--- config.mk ---
export PLATFORM = sky130hd
export DESIGN_NAME = counter_sequencer
export DESIGN_NICKNAME = d
export VERILOG_FILES = /design/src/rtl/counter_seq_pkg.sv /design/src/rtl/counter_core.sv /design/src/rtl/counter_sequencer.sv
export SDC_FILE = /design/constraint.sdc
export NUM_CORES = 1
export LEC_CHECK = 0
export ABC_AREA = 1
export CAP_MARGIN = 5
export CORE_MARGIN = 10
export CORE_UTILIZATION = 46
export CTS_CLUSTER_SIZE = 8
export DETAILED_ROUTE_END_ITERATION = 6
export GPL_TIMING_DRIVEN = 0
export PLACE_DENSITY = 0.77
export SYNTH_ARGS = -nofsm -noshare
export SYNTH_HDL_FRONTEND = slang
export SYNTH_SLANG_ARGS = --single-unit
--- constraint.sdc ---
create_clock -name clock -period 1.6 [get_ports clock]
set_input_delay 0.16 -clock clock [delete_from_list [all_inputs] [get_ports clock]]
set_output_delay 0.16 -clock clock [all_outputs]
set_load 0.01 [all_outputs]
--- src/rtl/counter_seq_pkg.sv ---
// Shared definitions for the counter sequencer: state encoding and default width.
package counter_seq_pkg;

    localparam int DEFAULT_WIDTH = 4;

    typedef enum logic [1:0] {
        ST_IDLE  = 2'd0,
        ST_RUN   = 2'd1,
        ST_PAUSE = 2'd2,
        ST_DONE  = 2'd3
    } seq_state_t;

endpackage

--- src/rtl/counter_core.sv ---
// Count register with synchronous load-zero, increment enable and terminal compare.
// Count updates one cycle after clr/en; at_term is combinational from the register.
module counter_core #(
    parameter int WIDTH = 4
) (
    input  logic             clock,
    input  logic             clear,
    input  logic             clr,
    input  logic             en,
    input  logic [WIDTH-1:0] term,
    output logic [WIDTH-1:0] count,
    output logic             at_term
);

    always_ff @(posedge clock or negedge clear) begin
        if (!clear) begin
            count <= '0;
        end else if (clr) begin
            count <= '0;
        end else if (en) begin
            count <= count + WIDTH'(1);
        end
    end

    assign at_term = (count == term);

endmodule

--- src/rtl/counter_sequencer.sv ---
// Tick-driven count sequencer: IDLE/RUN/PAUSE/DONE with one-shot or auto-reload runs.
// State and count move one cycle after the deciding inputs; wrap is a same-cycle decode.
module counter_sequencer
    import counter_seq_pkg::*;
#(
    parameter int WIDTH = DEFAULT_WIDTH
) (
    input  logic             clock,
    input  logic             clear,
    input  logic             start,
    input  logic             stop,
    input  logic             pause,
    input  logic             tick,
    input  logic             repeat_mode,
    input  logic [WIDTH-1:0] term,
    input  logic             ack,
    output logic [WIDTH-1:0] count,
    output logic             busy,
    output logic             wrap,
    output logic             irq,
    output logic [1:0]       state
);

    seq_state_t       state_q;
    seq_state_t       state_d;
    logic [WIDTH-1:0] term_q;
    logic             rep_q;
    logic             cnt_clr;
    logic             cnt_en;
    logic             at_term;
    logic             term_evt;

    always_ff @(posedge clock or negedge clear) begin
        if (!clear) begin
            state_q <= ST_IDLE;
        end else begin
            state_q <= state_d;
        end
    end

    // Run parameters are frozen at start so later input changes cannot disturb a run.
    always_ff @(posedge clock or negedge clear) begin
        if (!clear) begin
            term_q <= '0;
            rep_q  <= 1'b0;
        end else if (state_q == ST_IDLE && start && !stop) begin
            term_q <= term;
            rep_q  <= repeat_mode;
        end
    end

    always_comb begin
        state_d  = state_q;
        cnt_clr  = 1'b0;
        cnt_en   = 1'b0;
        term_evt = 1'b0;
        case (state_q)
            ST_IDLE: begin
                cnt_clr = 1'b1;
                if (!stop && start) state_d = ST_RUN;
            end
            ST_RUN: begin
                if (stop) begin
                    state_d = ST_IDLE;
                    cnt_clr = 1'b1;
                end else if (pause) begin
                    state_d = ST_PAUSE;
                end else if (tick) begin
                    if (at_term) begin
                        term_evt = 1'b1;
                        cnt_clr  = 1'b1;
                        if (!rep_q) state_d = ST_DONE;
                    end else begin
                        cnt_en = 1'b1;
                    end
                end
            end
            ST_PAUSE: begin
                if (stop) begin
                    state_d = ST_IDLE;
                    cnt_clr = 1'b1;
                end else if (!pause) begin
                    state_d = ST_RUN;
                end
            end
            ST_DONE: begin
                cnt_clr = 1'b1;
                if (stop || ack) state_d = ST_IDLE;
            end
            default: begin
                state_d = ST_IDLE;
                cnt_clr = 1'b1;
            end
        endcase
    end

    counter_core #(
        .WIDTH (WIDTH)
    ) u_core (
        .clock   (clock),
        .clear   (clear),
        .clr     (cnt_clr),
        .en      (cnt_en),
        .term    (term_q),
        .count   (count),
        .at_term (at_term)
    );

    assign wrap  = term_evt;
    assign busy  = (state_q == ST_RUN) || (state_q == ST_PAUSE);
    assign irq   = (state_q == ST_DONE);
    assign state = state_q;

endmodule
==> results of run 1 <==
[Yosys cell counts]
| cell | instances | area, um^2 |
|---|---|---|
| o21ai_1 | 2 | 10.01 |
| inv_2 | 3 | 11.26 |
| nor3_2 | 1 | 10.01 |
| o211ai_1 | 1 | 7.510 |
| clkinv_1 | 1 | 3.750 |
| inv_1 | 14 | 52.55 |
| xor2_1 | 2 | 17.52 |
| nand3_2 | 2 | 20.02 |
| dfrtp_1 | 11 | 275.3 |
| nand2_2 | 3 | 18.77 |
| nand3_1 | 10 | 50.05 |
| nand2_1 | 27 | 101.4 |
| nor2_2 | 2 | 12.51 |
| nor2_1 | 11 | 41.29 |
| a21oi_1 | 6 | 30.03 |
| nor3_1 | 1 | 5.000 |
| ha_1 | 7 | 87.58 |
[logic make-up after synthesis]
family | after synthesis
XOR/XNOR | 2
AO/OA/AOI/OAI | 9
adder cells (fa/ha/maj) | 7
buffers and inverters | 18
AND/OR/NAND/NOR | 57
flip-flops | 11
[how the worst max path moves through the flow]
stage,startpoint,end,slack [ps],cells after the start
final,u_core.count[0]$_DFFE_PN0P_,wrap,90,7
after global routing,state[1]$_DFFE_PN0P_,state[0]$_DFFE_PN0P_,2,10
after CTS,u_core.count[1]$_DFFE_PN0P_,wrap,80,7
after detailed placement,tick,wrap,-180,6
after global placement,tick,wrap,-150,6
after floorplan,state[0]$_DFFE_PN0P_,state[0]$_DFFE_PN0P_,200,10
[cell type report]
| type | instances | share of cell area, % |
|---|---|---|
| Timing Repair Buffer | 27 | 23.39 |
| Tap cell | 16 | 1.909 |
| Multi-Input combinational cell | 75 | 39.26 |
| Inverter | 18 | 6.444 |
| Sequential cell | 11 | 26.49 |
| Clock buffer | 4 | 2.506 |
[placed cells by master (no fill, tap or decap), types with 3 or more instances in the layout]
| master | n |
|---|---|
| nand2_1 | 27 |
| clkdlybuf4s50_1 | 17 |
| inv_1 | 14 |
| nor2_1 | 11 |
| nand3_1 | 10 |
| dfrtp_1 | 9 |
| ha_1 | 7 |
| buf_4 | 7 |
| a21oi_1 | 6 |
| inv_2 | 3 |
| nand2_2 | 3 |
| clkbuf_4 | 3 |
[power by group through the flow]
stage | Combinational [mW] | Sequential (mW) | Clock, mW
after CTS | 0.813 | 0.418 | 0.206
after global placement | 0.729 | 0.443 | 0
final | 0.808 | 0.423 | 0.203
after global routing | 0.915 | 0.430 | 0.219
after detailed placement | 0.759 | 0.451 | 0
after floorplan | 0.487 | 0.449 | 0
[stage by stage]
stage	setup TNS [ps]	total power [mW]	std cells	area, um^2	worst slack (ps)
finish	0	1.435	151	1049	90.36
global route	0	1.564	151	1049	2.216
CTS	0	1.438	148	1025	75.52
detailed placement	-177.3	1.210	140	974.7	-177.3
global placement	-152.8	1.172	140	974.7	-152.8
floorplan	0	0.9366	104	754.5	195.7
[metal layers]
| metal | global-route usage [%] | wire length (um) | vias up |
|---|---|---|---|
| li1 | - | - | 385 |
| met1 | 11.12 | 807 | 340 |
| met2 | 20.44 | 946 | 12 |
| met3 | 2.714 | 109 | 5 |
| met4 | 6.583 | 40 | 0 |
| met5 | 0 | 0 | - |
[sequential cells by signal, indices dropped and copies added (netlist names)]
register / cells
rep_q: 1
state: 2
term_q: 4
u_core.count: 4
[timing repair]
action	4_1_cts	5_1_grt
hold buffers	0	0
gates resized for setup	7	1
endpoints found under the setup margin	3	1
setup buffers	4	3
endpoints found under the hold margin	0	0
==> impl_metrics.csv, run 1 <==
group,metric,value,unit
run_status,status,"finished, final reports clean",
synth,syn_avg_cell_area,7.255,um^2
drt,wirelength,1905,um
drt,dr.pass1.iters,4,
floorplan,io_pins,21,
critical_path,cp_num_buf_inv,2,
global_routing,grt_overflow,0,
synth,yosys.cell_types.count,17,
layout,nFillCells,137,
critical_path,cp_slowest_cell,"dfrtp_1",
drt,drtIter0Drc,12,
clock_network,clockBufferDepth,2,
place,gp_congestion,0.7894,
critical_path,start_kind,"register",
synth,synth_area,754.5,um^2
synth,synth_fa_ha_area_share,11.61,%
place,numPortBuffers,20,
floorplan,initial_utilization,49.51,%
timing,grt_setup_unrepaired,"no",
synth,synthMuxAreaShare,0,%
timing,fmax,0.6624,GHz
floorplan,design.core.area,0.001524,mm^2
critical_path,cpPeakStageDelay,390,ps
pwr,seqPwrFrac,29.5,%
global_routing,antenna_found_initial,0,
timing,drv_slew,0,
drt,vias,742,
clock_network,root_buffer,"clkbuf_4",
synth,synthSimpleGateAreaFrac,34.33,%
timing,tightest_slew,534.5,ps
clock_network,numCtsBuffers,3,
synth,synthXorXnorAreaFrac,2.322,%
synth,ys_seq_area_share,36.48,%
global_routing,grt_pass1_wl,3091,um
critical_path,rrSetupSlack,140,ps
synth,ys_warn_count,0,
clock_network,cts_tree,"done",
timing,skew,8.599,ps
layout,utilization,68.80,%
timing,hold_violations,0,
critical_path,critPathRequiredTime,1440,ps
drt,ant_nets,0,
synth,synthCells,104,
clock_network,ctsHtreeMaxLevel,1,
floorplan,std_cell_rows,14,
critical_path,end_kind,"primary output",
pwr,vdd_drop_max,0.0008504,V
critical_path,r2r_end,"state[0]$_DFFE_PN0P_",
clock_network,clkTransAtPathRegs,80,ps
drt,detail_route.wl_per_cell,12.62,um
critical_path,critical_path.max_fanout,4,
layout,regArea,277.8,um^2
clock_network,cts.sinks,11,
layout,antenna_cells,0,
run,drv_cap,0,
pwr,switching_share,43.54,%
timing,setup_viol,0,
timing,slew_headroom,64.26,%
global_routing,grt_pass1_vias,738,
synth,ys_seq_elements,11,
critical_path,r2r_start,"state[1]$_DFFE_PN0P_",
timing,finalCritPeriodShare,94.35,%
layout,fin_nets,155,
critical_path,crit_top_cell,"nand2_1",
layout,drive_above_1_share,17.78,%
layout,multi_input_area,411.6,um^2
synth,syn_nets,123,
pwr,clockPowerShare,14.2,%
clock_network,clk_latency,290,ps
pwr,power_frac_comb,56.4,%
timing,hold_slack,218.0,ps
floorplan,die_x,60.50,um
drt,drcViolationCount,0,
pwr,static-leakage-power,0.5520,nW
synth,synth_compound_area_share,6.302,%
min_path,min_path_type,"input port to asynchronous set/reset pin",
critical_path,rr_worst_depth,10,
pwr,power.internal,809.9,uW
global_routing,grt_max_degree,12,
floorplan,fp.dieArea,0.003660,mm^2
critical_path,critPathTopFamily,"simple AND/OR/NAND/NOR gates",
critical_path,path_class,"register to primary output",
pwr,p_sw,624.7,uW
critical_path,worstPathArrival,1350,ps
layout,syn_to_final_growth,38.97,%
global_routing,grtUsageTotal,11.16,%
timing,finalCriticalPeriod,1510,ps
synth,synth_top_family_by_area,"simple AND/OR/NAND/NOR gates",
place,hpwl,1452,um
pwr,pwr_density_cell,1368,mW/mm^2
critical_path,cp_cell_sequence,"inv_1, nand2_1, nand2_1, nor2_2, nand3_2, nor2_1, buf_2",
drt,vias_per_cell,4.914,
floorplan,die_h,60.50,um
Power figures use the tool's default switching activity.
==> run 2, diff against run 1 <==
- CORE_MARGIN: 10 -> default
- CTS_BUF_LIST: default -> sky130_fd_sc_hd__clkbuf_16
==> impl_metrics.csv, run 2 (synthesis gave the netlist of run 1 again) <==
group,metric,value,unit
pwr,pwr_density_cell,1532,mW/mm^2
global_routing,grt_overflow,0,
timing,fmax,0.6822,GHz
timing,tightest_slew,506.2,ps
layout,fin_cells,148,
layout,fin_nets,152,
place,dp.cells,140,
run,drv_cap,0,
critical_path,endpoint,"wrap",
critical_path,crit_path_start,"u_core.count[2]$_DFFE_PN0P_",
layout,antenna_cells,0,
timing,hold_violations,0,
critical_path,r2r_end,"state[0]$_DFFE_PN0P_",
critical_path,rr_worst_depth,10,
floorplan,die_h,42.50,um
floorplan,design.core.area,0.001524,mm^2
timing,skew,2.933,ps
global_routing,grt_max_degree,12,
layout,final_common_cell,"nand2_1",
floorplan,initial_utilization,49.51,%
place,hpwl,1187,um
floorplan,std_cell_rows,14,
critical_path,path_class,"register to primary output",
pwr,vdd_drop_max,0.0008585,V
pwr,power.internal,1.036,mW
clock_network,clkTransAtPathRegs,40,ps
clock_network,numCtsBuffers,3,
layout,syn_to_final_growth,42.79,%
pwr,clockPowerShare,27.0,%
timing,grt_setup_unrepaired,"no",
clock_network,cts.sinks,11,
critical_path,start_kind,"register",
global_routing,grtUsageTotal,21.10,%
run_status,status,"finished, final reports clean",
drt,wirelength,1584,um
place,numPortBuffers,20,
floorplan,die_x,42.50,um
timing,hold_slack,263.6,ps
critical_path,end_kind,"primary output",
place,gp_congestion,0.8179,
timing,finalCriticalPeriod,1466,ps
global_routing,antenna_found_initial,0,
drt,drcViolationCount,0,
floorplan,fp.dieArea,0.001806,mm^2
floorplan,io_pins,21,
timing,drv_slew,0,
pwr,switching_share,37.23,%
layout,drive_above_1_share,15.15,%
timing,setup_viol,0,
global_routing,grt_pass1_wl,2815,um
clock_network,ctsHtreeMaxLevel,1,
pwr,power_frac_comb,47.7,%
critical_path,r2r_start,"state[1]$_DFFE_PN0P_",
critical_path,critPathRequiredTime,1440,ps
timing,setup_tns,0,ps
drt,vias_per_cell,4.892,
clock_network,clockBufferDepth,2,
clock_network,cts_tree,"done",
clock_network,root_buffer,"clkbuf_16",
timing,finalCritPeriodShare,91.61,%
layout,final_cell_mix,"nand2_1, clkdlybuf4s50_1, inv_1, nor2_1",
drt,drtIter0Drc,13,
drt,detail_route.wl_per_cell,10.70,um
pwr,static-leakage-power,0.5637,nW
critical_path,worstPathArrival,1310,ps
critical_path,rrSetupSlack,180,ps
drt,vias,724,
drt,dr.pass1.iters,4,
critical_path,critical_path.max_fanout,6,
pwr,seqPwrFrac,25.3,%
timing,worst_slack,134.3,ps
timing,slew_headroom,66.14,%
pwr,p_sw,614.4,uW
place,dp_slack,-146.7,ps
min_path,min_path_type,"input port to asynchronous set/reset pin",
clock_network,clk_latency,240,ps
global_routing,grt_pass1_vias,688,
drt,ant_nets,0,
run 2: cell types whose count changed in the layout (fill, tap and decap cells not counted):
cell | previous run | this run
buf_4 | 7 | 4
inv_1 | 14 | 15
clkbuf_2 | 0 | 1
clkbuf_16 | 0 | 3
clkbuf_1 | 1 | 0
dfrtp_2 | 2 | 1
buf_2 | 1 | 0
dfrtp_1 | 9 | 10
clkbuf_4 | 3 | 0
run 2: worst min path at each step:
stage                       from                     to
3_5_place_dp   rep_q$_DFFE_PN0P_      rep_q$_DFFE_PN0P_
6_report                   clear  term_q[3]$_DFFE_PN0P_
3_3_place_gp   rep_q$_DFFE_PN0P_      rep_q$_DFFE_PN0P_
4_1_cts                    clear  term_q[3]$_DFFE_PN0P_
2_1_floorplan              clear      rep_q$_DFFE_PN0P_
5_1_grt                    clear      rep_q$_DFFE_PN0P_
run 2: per-stage QoR:
stage               power, mW  area (um^2)  utilization (%)
floorplan              0.9366        754.5                -
global route            1.794         1077            70.69
finish                  1.650         1077            70.69
global placement        1.166        974.7            63.96
CTS                     1.665         1082            71.02
detailed placement      1.188        974.7            63.96
run 2: layout make-up:
cell class,instances,area (um^2)
clock inverter,1,3.754
fill,137,446.7
inverter,18,67.56
tap,16,20.02
timing repair buffer,24,222.7
multi-input combinational,75,411.6
clock buffer,3,75.07
sequential,11,276.5
run 2: critical path, cell delays in order (launching register included):
cell	delay (ps)
dfrtp_2	440
nand2_1	80
nand2_1	60
nor2_2	140
nand3_2	90
nor2_1	110
clkbuf_2	140
run 2: metal layers:
| metal | vias up | part of all wire (%) | global-route usage, % |
|---|---|---|---|
| li1 | 381 | - | - |
| met4 | 0 | 1.5 | 8.750 |
| met2 | 13 | 49 | 35.08 |
| met3 | 5 | 4.6 | 8.190 |
| met5 | - | 0 | 0 |
| met1 | 325 | 45 | 23.98 |
run 2: what timing repair did:
action,CTS,global route
hold buffers,0,0
buffers inserted,4,0
endpoints found under the setup margin,2,1
gates resized for setup,5,1
run 2: power groups by stage:
stage | clock network, mW | registers (mW) | logic (mW)
after CTS | 0.455 | 0.416 | 0.793
after global routing | 0.467 | 0.430 | 0.897
after floorplan | 0 | 0.449 | 0.487
after global placement | 0 | 0.444 | 0.722
after detailed placement | 0 | 0.447 | 0.740
final | 0.445 | 0.417 | 0.788
